<file path="config.mk">
export PLATFORM = sky130hd
export DESIGN_NAME = instr_encoder
export DESIGN_NICKNAME = d
export VERILOG_FILES = /design/src/rtl/instr_encoder.sv
export SDC_FILE = /design/constraint.sdc
export NUM_CORES = 1
export LEC_CHECK = 0
export CELL_PAD_IN_SITES_DETAIL_PLACEMENT = 1
export CELL_PAD_IN_SITES_GLOBAL_PLACEMENT = 2
export CORE_UTILIZATION = 26
export DETAILED_ROUTE_END_ITERATION = 8
export GPL_TIMING_DRIVEN = 0
export PLACE_DENSITY = 0.82
export SLEW_MARGIN = 25
export SYNTH_ARGS = -nofsm -noshare
export SYNTH_HDL_FRONTEND = slang
export SYNTH_SLANG_ARGS = --single-unit
</file>
<file path="constraint.sdc">
create_clock -name clk -period 3.3 [get_ports clk]
set_input_delay 0.495 -clock clk [delete_from_list [all_inputs] [get_ports clk]]
set_output_delay 0.495 -clock clk [all_outputs]
set_load 0.01 [all_outputs]
</file>
<file path="src/rtl/instr_encoder.sv">
// ---------------------------------------------------------------------------
// instr_encoder
//   Turns a bundle of MIPS instruction fields into one 32-bit instruction word
//   and hands it downstream, with its byte address, over a valid/ready
//   handshake. Addresses step by 4 from an internal next-address register that
//   can be reloaded at any time. Illegal kinds are consumed silently and raise
//   a sticky error flag.
//
// Ports
//   clk          clock; all state changes on the rising edge
//   reset        synchronous active-low reset
//   in_valid     field bundle present
//   in_ready     encoder can take a bundle this cycle
//   in_kind      0=R 1=ADDI 2=ORI 3=LUI 4=BEQ 5=BNE 6=SW 7=LW 8=J 9=JAL
//   rs/rt/rd/shamt/funct/imm/target   instruction fields
//   addr_load    load addr_in (low two bits dropped) as the next word address
//   addr_in      new base address
//   out_valid    out_instr/out_addr hold a word
//   out_ready    downstream takes the word
//   out_instr    encoded instruction word
//   out_addr     byte address of out_instr
//   err_illegal  sticky: an illegal kind was consumed since reset
//   word_count   words taken downstream, saturating at 0xFFFF
//
// Configuration
//   INSTR_ENCODER_JAL_EN  defined: kind 9 encodes JAL; undefined: kind 9 is
//                         illegal.
// ---------------------------------------------------------------------------
module instr_encoder (
    input  logic        clk,
    input  logic        reset,
    input  logic        in_valid,
    output logic        in_ready,
    input  logic [3:0]  in_kind,
    input  logic [4:0]  rs,
    input  logic [4:0]  rt,
    input  logic [4:0]  rd,
    input  logic [4:0]  shamt,
    input  logic [5:0]  funct,
    input  logic [15:0] imm,
    input  logic [25:0] target,
    input  logic        addr_load,
    input  logic [31:0] addr_in,
    output logic        out_valid,
    input  logic        out_ready,
    output logic [31:0] out_instr,
    output logic [31:0] out_addr,
    output logic        err_illegal,
    output logic [15:0] word_count
);

    typedef enum logic [3:0] {
        KIND_R    = 4'd0,
        KIND_ADDI = 4'd1,
        KIND_ORI  = 4'd2,
        KIND_LUI  = 4'd3,
        KIND_BEQ  = 4'd4,
        KIND_BNE  = 4'd5,
        KIND_SW   = 4'd6,
        KIND_LW   = 4'd7,
        KIND_J    = 4'd8,
        KIND_JAL  = 4'd9
    } kind_e;

    localparam logic [5:0] OP_R    = 6'h00;
    localparam logic [5:0] OP_ADDI = 6'h08;
    localparam logic [5:0] OP_ORI  = 6'h0D;
    localparam logic [5:0] OP_LUI  = 6'h0F;
    localparam logic [5:0] OP_BEQ  = 6'h04;
    localparam logic [5:0] OP_BNE  = 6'h05;
    localparam logic [5:0] OP_SW   = 6'h2B;
    localparam logic [5:0] OP_LW   = 6'h23;
    localparam logic [5:0] OP_J    = 6'h02;
`ifdef INSTR_ENCODER_JAL_EN
    localparam logic [5:0] OP_JAL  = 6'h03;
`endif

    localparam logic [31:0] RESET_ADDR = 32'h0040_0000;

    logic        out_valid_q,   out_valid_d;
    logic [31:0] out_instr_q,   out_instr_d;
    logic [31:0] out_addr_q,    out_addr_d;
    logic [31:0] nxt_addr_q,    nxt_addr_d;
    logic        err_illegal_q, err_illegal_d;
    logic [15:0] word_count_q,  word_count_d;

    logic        kind_legal;
    logic [31:0] instr_enc;
    logic        accept;
    logic        legal_accept;
    logic        drain;
    logic [31:0] load_addr;
    logic [31:0] base_addr;

    // Field packing for the incoming bundle.
    // NOTE: every output of a combinational block gets a default first, so no
    // path through the case can leave a value unassigned and infer a latch.
    always_comb begin
        kind_legal = 1'b1;
        instr_enc  = '0;
        case (kind_e'(in_kind))
            KIND_R:    instr_enc = {OP_R, rs, rt, rd, shamt, funct};
            KIND_ADDI: instr_enc = {OP_ADDI, rs, rt, imm};
            KIND_ORI:  instr_enc = {OP_ORI,  rs, rt, imm};
            KIND_LUI:  instr_enc = {OP_LUI, 5'b0_0000, rt, imm};
            KIND_BEQ:  instr_enc = {OP_BEQ,  rs, rt, imm};
            KIND_BNE:  instr_enc = {OP_BNE,  rs, rt, imm};
            KIND_SW:   instr_enc = {OP_SW,   rs, rt, imm};
            KIND_LW:   instr_enc = {OP_LW,   rs, rt, imm};
            KIND_J:    instr_enc = {OP_J, target};
`ifdef INSTR_ENCODER_JAL_EN
            KIND_JAL:  instr_enc = {OP_JAL, target};
`else
            KIND_JAL:  kind_legal = 1'b0;
`endif
            default:   kind_legal = 1'b0;
        endcase
    end

    // A new word may enter whenever the output register is empty or is being
    // emptied this cycle.
    assign in_ready     = !out_valid_q || out_ready;
    assign accept       = in_valid && in_ready;
    assign legal_accept = accept && kind_legal;
    assign drain        = out_valid_q && out_ready;

    // Masking rather than slicing keeps the word alignment explicit.
    assign load_addr = addr_in & 32'hFFFF_FFFC;
    // A load in the same cycle as a legal accept addresses that very word.
    assign base_addr = addr_load ? load_addr : nxt_addr_q;

    always_comb begin
        out_valid_d   = out_valid_q;
        out_instr_d   = out_instr_q;
        out_addr_d    = out_addr_q;
        nxt_addr_d    = nxt_addr_q;
        err_illegal_d = err_illegal_q;
        word_count_d  = word_count_q;

        if (drain) begin
            out_valid_d = 1'b0;
            if (word_count_q != 16'hFFFF) begin
                word_count_d = word_count_q + 16'd1;
            end
        end

        if (legal_accept) begin
            out_valid_d = 1'b1;
            out_instr_d = instr_enc;
            out_addr_d  = base_addr;
            nxt_addr_d  = base_addr + 32'd4;   // wraps modulo 2^32
        end else if (addr_load) begin
            nxt_addr_d  = load_addr;
        end

        if (accept && !kind_legal) begin
            err_illegal_d = 1'b1;
        end
    end

    // NOTE: state registers use non-blocking assignments so every register
    // samples the pre-edge values regardless of statement order.
    always_ff @(posedge clk) begin
        if (!reset) begin
            out_valid_q   <= 1'b0;
            out_instr_q   <= '0;
            out_addr_q    <= RESET_ADDR;
            nxt_addr_q    <= RESET_ADDR;
            err_illegal_q <= 1'b0;
            word_count_q  <= '0;
        end else begin
            out_valid_q   <= out_valid_d;
            out_instr_q   <= out_instr_d;
            out_addr_q    <= out_addr_d;
            nxt_addr_q    <= nxt_addr_d;
            err_illegal_q <= err_illegal_d;
            word_count_q  <= word_count_d;
        end
    end

    assign out_valid   = out_valid_q;
    assign out_instr   = out_instr_q;
    assign out_addr    = out_addr_q;
    assign err_illegal = err_illegal_q;
    assign word_count  = word_count_q;

endmodule

</file>
# [Yosys cells after proc, flatten, opt, wreduce, memory -nomap -nowiden]
# Cells that the tools add are included.
# W data, S select, Z words.
[totals] regBits=114 latch_bits=0 ram_bits=0 romBits=0 inputBits=109 output_inout_bits=83 elab_cells=34 n_memories=0
[classes] add_sub_neg=2 n_mul=0 div_mod_pow=0 magnitude_cmp=0 eq_ne=9 shift=0 mux=6 bitwise_logic=0 reduce_logical=11
[op_table] op="$pmux W32 S9" n=1
[op_table] op="$mux W32" n=2
[op_table] op="$add A32 B3 Y32 const B" n=1
[op_table] op="$add A16 B1 Y16 const B" n=1
[op_table] op="$eq A4 B3 Y1 const B" n=4
[op_table] op="$ne A16 B16 Y1 const B" n=1
[op_table] op="$reduce_or A9 Y1" n=1
[op_table] op="$eq A4 B2 Y1 const B" n=2
[op_table] op="$eq A4 B1 Y1 const B" n=1
[op_table] op="$eq A4 B4 Y1 const B" n=1
[op_table] op="$logic_and A1 B1 Y1" n=4
[op_table] op="$logic_not A4 Y1" n=1
[op_table] op="$mux W1" n=3
[op_table] op="$logic_not A1 Y1" n=2
[op_table] op="$reduce_and A2 Y1" n=1
[op_table] op="$reduce_bool A2 Y1" n=1
[op_table] op="$logic_or A1 B1 Y1" n=1

# [Longest topological paths before layout]
# Gate-level depths: netlist (run 1).
[logic_depth] word_depth=5 ltp_mapped=13 ltp_nobuf=7

# [Worst setup path before layout (run 1)]
# Ideal clock, no wire load.
[synth_path] kind="in2reg" startpoint="input port addr_load" endpoint="register nxt_addr_q[8]" arrival_ns=2.525 t_required_ns=3.179 path_slack_ns=0.655 path_stages=13 path_buffers=6 cell_sequence="buf_6 -> buf_6 -> buf_2 -> buf_2 -> buf_2 -> mux2i_1 -> inv_1 -> ha_1 -> and4_1 -> clkbuf_1 -> nand3_1 -> xor2_1 -> o22ai_1"
[synth_via] elab_chain_cells=3
[synth_rtl] item="start, declared" line="42" text="input logic addr_load,"
[synth_rtl] item="$mux W32"
[synth_rtl] item="named net base_addr[3]" line="93" text="logic [31:0] base_addr;"
[synth_rtl] item="$add A32 B3 Y32" line="151" text="nxt_addr_d = base_addr + 32'd4;"
[synth_rtl] item="$mux W32" line="147" text="if (legal_accept) begin"
[synth_rtl] item="end signal, assigned" line="175" text="nxt_addr_q <= nxt_addr_d;"
[synth_rtl] item="end, declared" line="83" text="logic [31:0] nxt_addr_q, nxt_addr_d;"
# The timed path passes the listed nets, and every way through them passes these cells.
# A chain may end at the register's enable or synchronous reset.

# [Final worst setup path (run 1)]
# Ends and elaborated chain as after synthesis.

==> results of run 1 <==
## power by group through the flow
stage | clock (mW) | combinational (mW) | sequential, mW
4_1_cts | 1.87 | 0.680 | 1.50
3_3_place_gp | 0 | 0.669 | 1.52
3_5_place_dp | 0 | 0.674 | 1.53
6_report | 1.82 | 0.672 | 1.50
2_1_floorplan | 0 | 0.282 | 1.54
5_1_grt | 1.93 | 0.739 | 1.51
## placed cells by master (no fill, tap or decap), drive strengths merged, types with 4 or more instances in the layout
master           n
a211oi          33
a21oi           21
a22oi            4
a2bb2oi          5
a311oi           6
buf             20
clkbuf          47
clkdlybuf4s50  186
clkinv           7
clkinvlp         5
dfxtp          113
inv             14
mux2i           45
nand2           46
nand3           47
nand3b          10
nand4           19
nand4b           8
nor2            93
nor2b           11
nor3            30
nor4            11
o211ai          18
o21a             5
o21ai           28
o22ai            5
o31a             5
o31ai            4
xnor2           19
xor2             8
## Yosys cell counts (12+ instances only)
library cell | instances | share of area (%)
sky130_fd_sc_hd__a211oi_1 | 33 | 4.3
sky130_fd_sc_hd__mux2i_1 | 45 | 7.8
sky130_fd_sc_hd__clkbuf_1 | 30 | 1.9
sky130_fd_sc_hd__a21oi_1 | 21 | 1.8
sky130_fd_sc_hd__nand3_1 | 45 | 3.9
sky130_fd_sc_hd__nand2_1 | 46 | 3.0
sky130_fd_sc_hd__nand4_1 | 19 | 2.1
sky130_fd_sc_hd__inv_1 | 12 | 0.78
sky130_fd_sc_hd__o211ai_1 | 18 | 2.3
sky130_fd_sc_hd__o21ai_0 | 28 | 2.4
sky130_fd_sc_hd__nor3_1 | 29 | 2.5
sky130_fd_sc_hd__xnor2_1 | 19 | 2.9
sky130_fd_sc_hd__dfxtp_1 | 113 | 39
sky130_fd_sc_hd__nor2_1 | 93 | 6.0
## routing by layer
metal  up-vias  GRT usage (%)
met3        13           6.36
met5         -              0
li1       2934              -
met1      2888           25.2
met2       191           34.6
met4         0           5.45
## sequential cells by signal, indices dropped and copies added, names as in the netlist
name,flops
out_addr,32
word_count,16
nxt_addr_q,32
err_illegal,1
out_valid,1
out_instr,31
## stage by stage
stage               cells  util [%]  area [um^2]  setup slack, ns
CTS                  1187      39.3         8580            0.154
floorplan             690         -         5780            0.655
global placement     1156      36.6         7990           -0.733
global route         1187      39.4         8600           0.0419
finish               1187      39.4         8600            0.186
detailed placement   1156      36.6         7990           -0.718
## cell families (layout without fill, tap and decap cells)
kind of cell	after synthesis	after routing	share of synthesized area, %
AND/OR/NAND/NOR	292	292	25.8
AO/OA/AOI/OAI	143	143	17.2
flip-flops	113	113	39.1
buffers and inverters	64	281	4.96
multiplexers	48	48	8.37
XOR/XNOR	27	27	4.09
adder cells (fa/ha/maj)	2	2	0.433
other	1	1	0.0649
## final cells by class
type                       instances  area (um^2)
clock inverter                    15          160
tap                              280          350
multi-input combinational        513         3250
inverter                          13         48.8
buffer                            50          243
clock buffer                      17          425
sequential                       113         2260
fill                            2588        13200
timing repair buffer             186         1860
## final timing paths
kind	startpoint	to	slack, ns
hold reg to reg	out_instr[29]	out_instr[29]	0.45
setup reg to reg	word_count[0]	word_count[5]	0.96
setup / recovery	addr_load	nxt_addr_q[8]	0.19
hold / removal	out_instr[29]	out_instr[29]	0.45
## what timing repair did
action / in CTS / in global routing
buffers inserted: 0 / 0
endpoints found under the setup margin: 12 / 1
gates resized for setup: 4 / 2
## worst reg2reg max path, stage by stage (launching register included)
cell and delay (ns):
sky130_fd_sc_hd__dfxtp_1 0.46, sky130_fd_sc_hd__ha_1 0.36, sky130_fd_sc_hd__nand3_1 0.15, sky130_fd_sc_hd__nor4_2 0.83
sky130_fd_sc_hd__nor4_1 0.17, sky130_fd_sc_hd__xnor2_1 0.18, sky130_fd_sc_hd__nor2_1 0.05
==> impl_metrics.ini, run 1 <==
[timing]
worst_slew_pin_slew_ns = 0.948
timing.final.hold_violations = 0
worst_relative_slew_slack_pct = 36.3
final_clock_skew_ns = 0.00673
setup-violations-final = 0
hold-worst-slack_ns = 0.454
fin_tns_setup_ns = 0
timing.final.crit_share_pct = 94.4
finalWorstPathRequiredPeriod_ns = 3.11
max_freq_ghz = 0.321
timing.final.max_slew_violations = 0
grt_setup_unrepaired = false

[clock_network]
h_tree_depth = 4
cts_tree = built
ctsHoldBuffers = 0
clock_latency_late_sink_ns = 0.42
numCtsBuffers = 17
cts.reportedPaths.clkPinSlew_ns = 0.06
cts-root-buf = sky130_fd_sc_hd__clkbuf_16
cts.sink_count = 113
ctsLongestPathBuffers = 2

[power]
power-per-cell-area_nw_per_um2 = 465
power_frac_clock_pct = 45.7
comb_power_share_pct = 16.8
p_sw_share_pct = 27.5
p_int_mw = 2.90
peakVddDrop_uv = 287
fraction_of_power_consumed_by_sequential_logic_pct = 37.5
post-layout-total-power_mw = 3.99
power_leakage_nw = 2.94
power_switching_mw = 1.10

[yosys]
synth_area_per_cell_um2 = 8.38
ys_seq_area_share_pct = 39.1
synthesis.area_um2 = 5780
synth.lib_cells_used.distinct = 55
synth-async-reset-ratio_pct = 0
synth_seq_cells = 113
yosys_most_used_dff = sky130_fd_sc_hd__dfxtp_1
syn_nets = 801
synth_edf_count = 0
yosysWarnings = 0
netlist_instances = 690

[finish]
num-nets-final = 1005
drive_gt1_share_pct = 6.84
area.growth.synth_to_final_pct = 48.7
diodes_inserted = 0

[detailed_routing]
dr_wl_met2_um = 11000
route.vias.total = 6026
detail_route.wirelength_um = 22600
drt_iter0_markers = 285
met1Wirelength_um = 9830
postRouteAntennaNets = 0
dr.max_layer_used = met4
route.detailed.drc = 0
wire_per_inst_um = 19.0
met3RoutedLength_um = 1530
vias_per_cell = 5.08
drt_first_pass_iters = 6

[die]
placementRows = 54
die_h_um = 151
io_pins = 192
core_um2 = 21800
die_w_um = 151
die_area_um2 = 22800
initial_utilization_pct = 26.5

[global_routing]
antenna_found_initial = 0
grt_pass1_wl_um = 35000
global_route.usage.total_pct = 20.6
grt_overflow = 0
pin_count_of_the_biggest_net_entering_global_routing = 20
first_global_vias = 6131

[critical_path]
worstSetupEndpointType = flip-flop
critPathSlowestCell = sky130_fd_sc_hd__clkdlybuf4s50_1
critical-path-max-stage-delay_ns = 0.51
critPathTopFamily = buffers and inverters
critPathLaunchType = input pin
worst_ep_required_time_ns = 3.59
cp_max_fo = 19
reg2regPathDepth = 6
cp_num_cells = 13
critPathBufInv = 7
worst-endpoint-arrival_ns = 3.40
cp_cell_instances = clkdlybuf4s50_1 > buf_6 > buf_6 > buf_4 > buf_4 > mux2i_4 > inv_1 > ha_1 > and4_1 > clkbuf_2 > nand3_1 > xor2_1 > o22ai_1
worst-setup-path-type = input pin to flip-flop

[placement]
gp_congestion = 0.825
post-dp-hpwl_um = 17300
buffer_ports.inserted = 186

[run_status]
status = complete, no violations

[worst_hold_path]
hold_path_depth = 2
hold_path_class = flip-flop to flip-flop

[run]
drv_cap = 0
Note: power is estimated with default switching activity, not from simulation.
==> inputs of run 2 (changes only) <==
--- a/config.mk
+++ b/config.mk
@@ -10,7 +10,9 @@
 export CORE_UTILIZATION = 26
 export DETAILED_ROUTE_END_ITERATION = 8
 export GPL_TIMING_DRIVEN = 0
+export MAX_ROUTING_LAYER = met4
 export PLACE_DENSITY = 0.82
+export SKIP_LAST_GASP = 1
 export SLEW_MARGIN = 25
 export SYNTH_ARGS = -nofsm -noshare
 export SYNTH_HDL_FRONTEND = slang
==> impl_metrics.ini, run 2 (same netlist as run 1, synthesis figures left out) <==
[die]
placementRows = 54
die_h_um = 151
die_w_um = 151
die_area_um2 = 22800
core_um2 = 21800
initial_utilization_pct = 26.5
io_pins = 192

[critical_path]
worstSetupEndpointType = flip-flop
cp_max_fo = 19
worst-endpoint-arrival_ns = 3.41
critPathLaunchType = input pin
worst-setup-path-type = input pin to flip-flop
worst_ep_required_time_ns = 3.59

[timing]
finalWorstPathRequiredPeriod_ns = 3.11
hold-worst-slack_ns = 0.449
timing.final.max_slew_violations = 0
setup_slack_ns = 0.187
max_freq_ghz = 0.321
timing.final.crit_share_pct = 94.3
timing.final.hold_violations = 0
worst_slew_pin_slew_ns = 0.901
setup-violations-final = 0
worst_relative_slew_slack_pct = 39.5
fin_tns_setup_ns = 0
final_clock_skew_ns = 0.00686
grt_setup_unrepaired = false

[placement]
gp_congestion = 0.837
buffer_ports.inserted = 186
total_instance_count_after_detailed_placement = 1156
dp_worst_setup_slack_ns = -0.718
post-dp-hpwl_um = 17300

[clock_network]
h_tree_depth = 4
cts.reportedPaths.clkPinSlew_ns = 0.06
clock_latency_late_sink_ns = 0.42
cts_tree = built
cts.sink_count = 113
postCtsSetupBuffers = 0
ctsLongestPathBuffers = 2
cts-root-buf = sky130_fd_sc_hd__clkbuf_16
ctsHoldBuffers = 0
numCtsBuffers = 17

[run_status]
status = complete, no violations

[global_routing]
grt_overflow = 0
first_global_vias = 6179
global_route.usage.total_pct = 21.2
pin_count_of_the_biggest_net_entering_global_routing = 20
grt_pass1_wl_um = 34900
antenna_found_initial = 0

[finish]
drive_gt1_share_pct = 6.84
num-nets-final = 1005
area.growth.synth_to_final_pct = 48.7
diodes_inserted = 0
stdcell_count = 1187
commonest_cells_after_routing_fill_and_taps_aside = sky130_fd_sc_hd__clkdlybuf4s50_1, sky130_fd_sc_hd__dfxtp_1, sky130_fd_sc_hd__nor2_1
layout_commonest_cell = sky130_fd_sc_hd__clkdlybuf4s50_1
layout.core_utilization_pct = 39.4

[detailed_routing]
vias_per_cell = 5.07
drt_first_pass_iters = 5
route.vias.total = 6013
drt_iter0_markers = 295
wire_per_inst_um = 19.0
detail_route.wirelength_um = 22600
route.detailed.drc = 0
postRouteAntennaNets = 0

[power]
power_switching_mw = 1.10
power-per-cell-area_nw_per_um2 = 465
power_frac_clock_pct = 45.7
p_int_mw = 2.90
comb_power_share_pct = 16.8
p_sw_share_pct = 27.5
peakVddDrop_uv = 293
fraction_of_power_consumed_by_sequential_logic_pct = 37.5
power_leakage_nw = 2.94

[worst_hold_path]
hold_path_class = input pin to flip-flop

[run]
drv_cap = 0
==> run 2: cell counts in the layout (fill, tap and decap cells not counted) <==
Identical to the previous run, type by type.
==> run 2: layout make-up <==
class	count	area, um^2
fill	2588	13200
multi-input combinational	513	3250
sequential	113	2260
buffer	50	243
clock buffer	17	425
tap	280	350
inverter	13	48.8
timing repair buffer	186	1860
clock inverter	15	160
==> run 2: per-layer routing <==
metal | wire (um) | part of all wire (%) | vias to the layer above | track usage (%)
met5 | 0 | 0 | - | -
met1 | 9740 | 43 | 2866 | 25.2
met3 | 1700 | 7.5 | 16 | 6.39
met2 | 10900 | 48 | 201 | 34.7
li1 | - | - | 2930 | -
met4 | 238 | 1.1 | 0 | 5.45
==> run 2: power by group through the flow <==
| stage | Clock, mW | Sequential (mW) | Combinational [mW] |
|---|---|---|---|
| final | 1.83 | 1.50 | 0.671 |
| after global placement | 0 | 1.52 | 0.669 |
| after floorplan | 0 | 1.54 | 0.282 |
| after CTS | 1.87 | 1.50 | 0.680 |
| after detailed placement | 0 | 1.53 | 0.674 |
| after global routing | 1.93 | 1.51 | 0.739 |
==> run 2: metrics by stage <==
| stage | power [mW] | area (um^2) |
|---|---|---|
| after global routing | 4.18 | 8600 |
| after CTS | 4.04 | 8580 |
| final | 4.00 | 8600 |
| after floorplan | 1.82 | 5780 |
| after global placement | 2.19 | 7990 |
| after detailed placement | 2.20 | 7990 |
==> run 2: what timing repair did <==
item                                    CTS  global route
cloned                                    0             0
endpoints found under the setup margin   12             1
gates resized for setup                   4             2
hold endpoints to repair                  0             0
==> run 2: worst max-delay path: stages <==
cell and delay (ns):
sky130_fd_sc_hd__clkdlybuf4s50_1 0.51, sky130_fd_sc_hd__buf_6 0.18, sky130_fd_sc_hd__buf_6 0.22, sky130_fd_sc_hd__buf_4 0.23, sky130_fd_sc_hd__buf_4 0.25, sky130_fd_sc_hd__mux2i_4 0.29
sky130_fd_sc_hd__inv_1 0.07, sky130_fd_sc_hd__ha_1 0.18, sky130_fd_sc_hd__and4_1 0.22, sky130_fd_sc_hd__clkbuf_2 0.25, sky130_fd_sc_hd__nand3_1 0.16, sky130_fd_sc_hd__xor2_1 0.22
sky130_fd_sc_hd__o22ai_1 0.12
==> run 2: final timing paths <==
kind,startpoint,end,slack (ns),depth (start not counted)
min reg2reg,out_instr[29],out_instr[29],0.45,2
max,addr_load,nxt_addr_q[8],0.19,13
min,in_kind[0],out_instr[29],0.45,3
max reg2reg,word_count[0],word_count[5],1.02,6
==> inputs of run 3 (changes only) <==
--- a/config.mk
+++ b/config.mk
@@ -9,6 +9,7 @@
 export CELL_PAD_IN_SITES_GLOBAL_PLACEMENT = 2
 export CORE_UTILIZATION = 26
 export DETAILED_ROUTE_END_ITERATION = 8
+export GPL_ROUTABILITY_DRIVEN = 0
 export GPL_TIMING_DRIVEN = 0
 export MAX_ROUTING_LAYER = met4
 export PLACE_DENSITY = 0.82
==> results of run 3 <==
Final layout, timing and power as in run 2 (identical DEF).
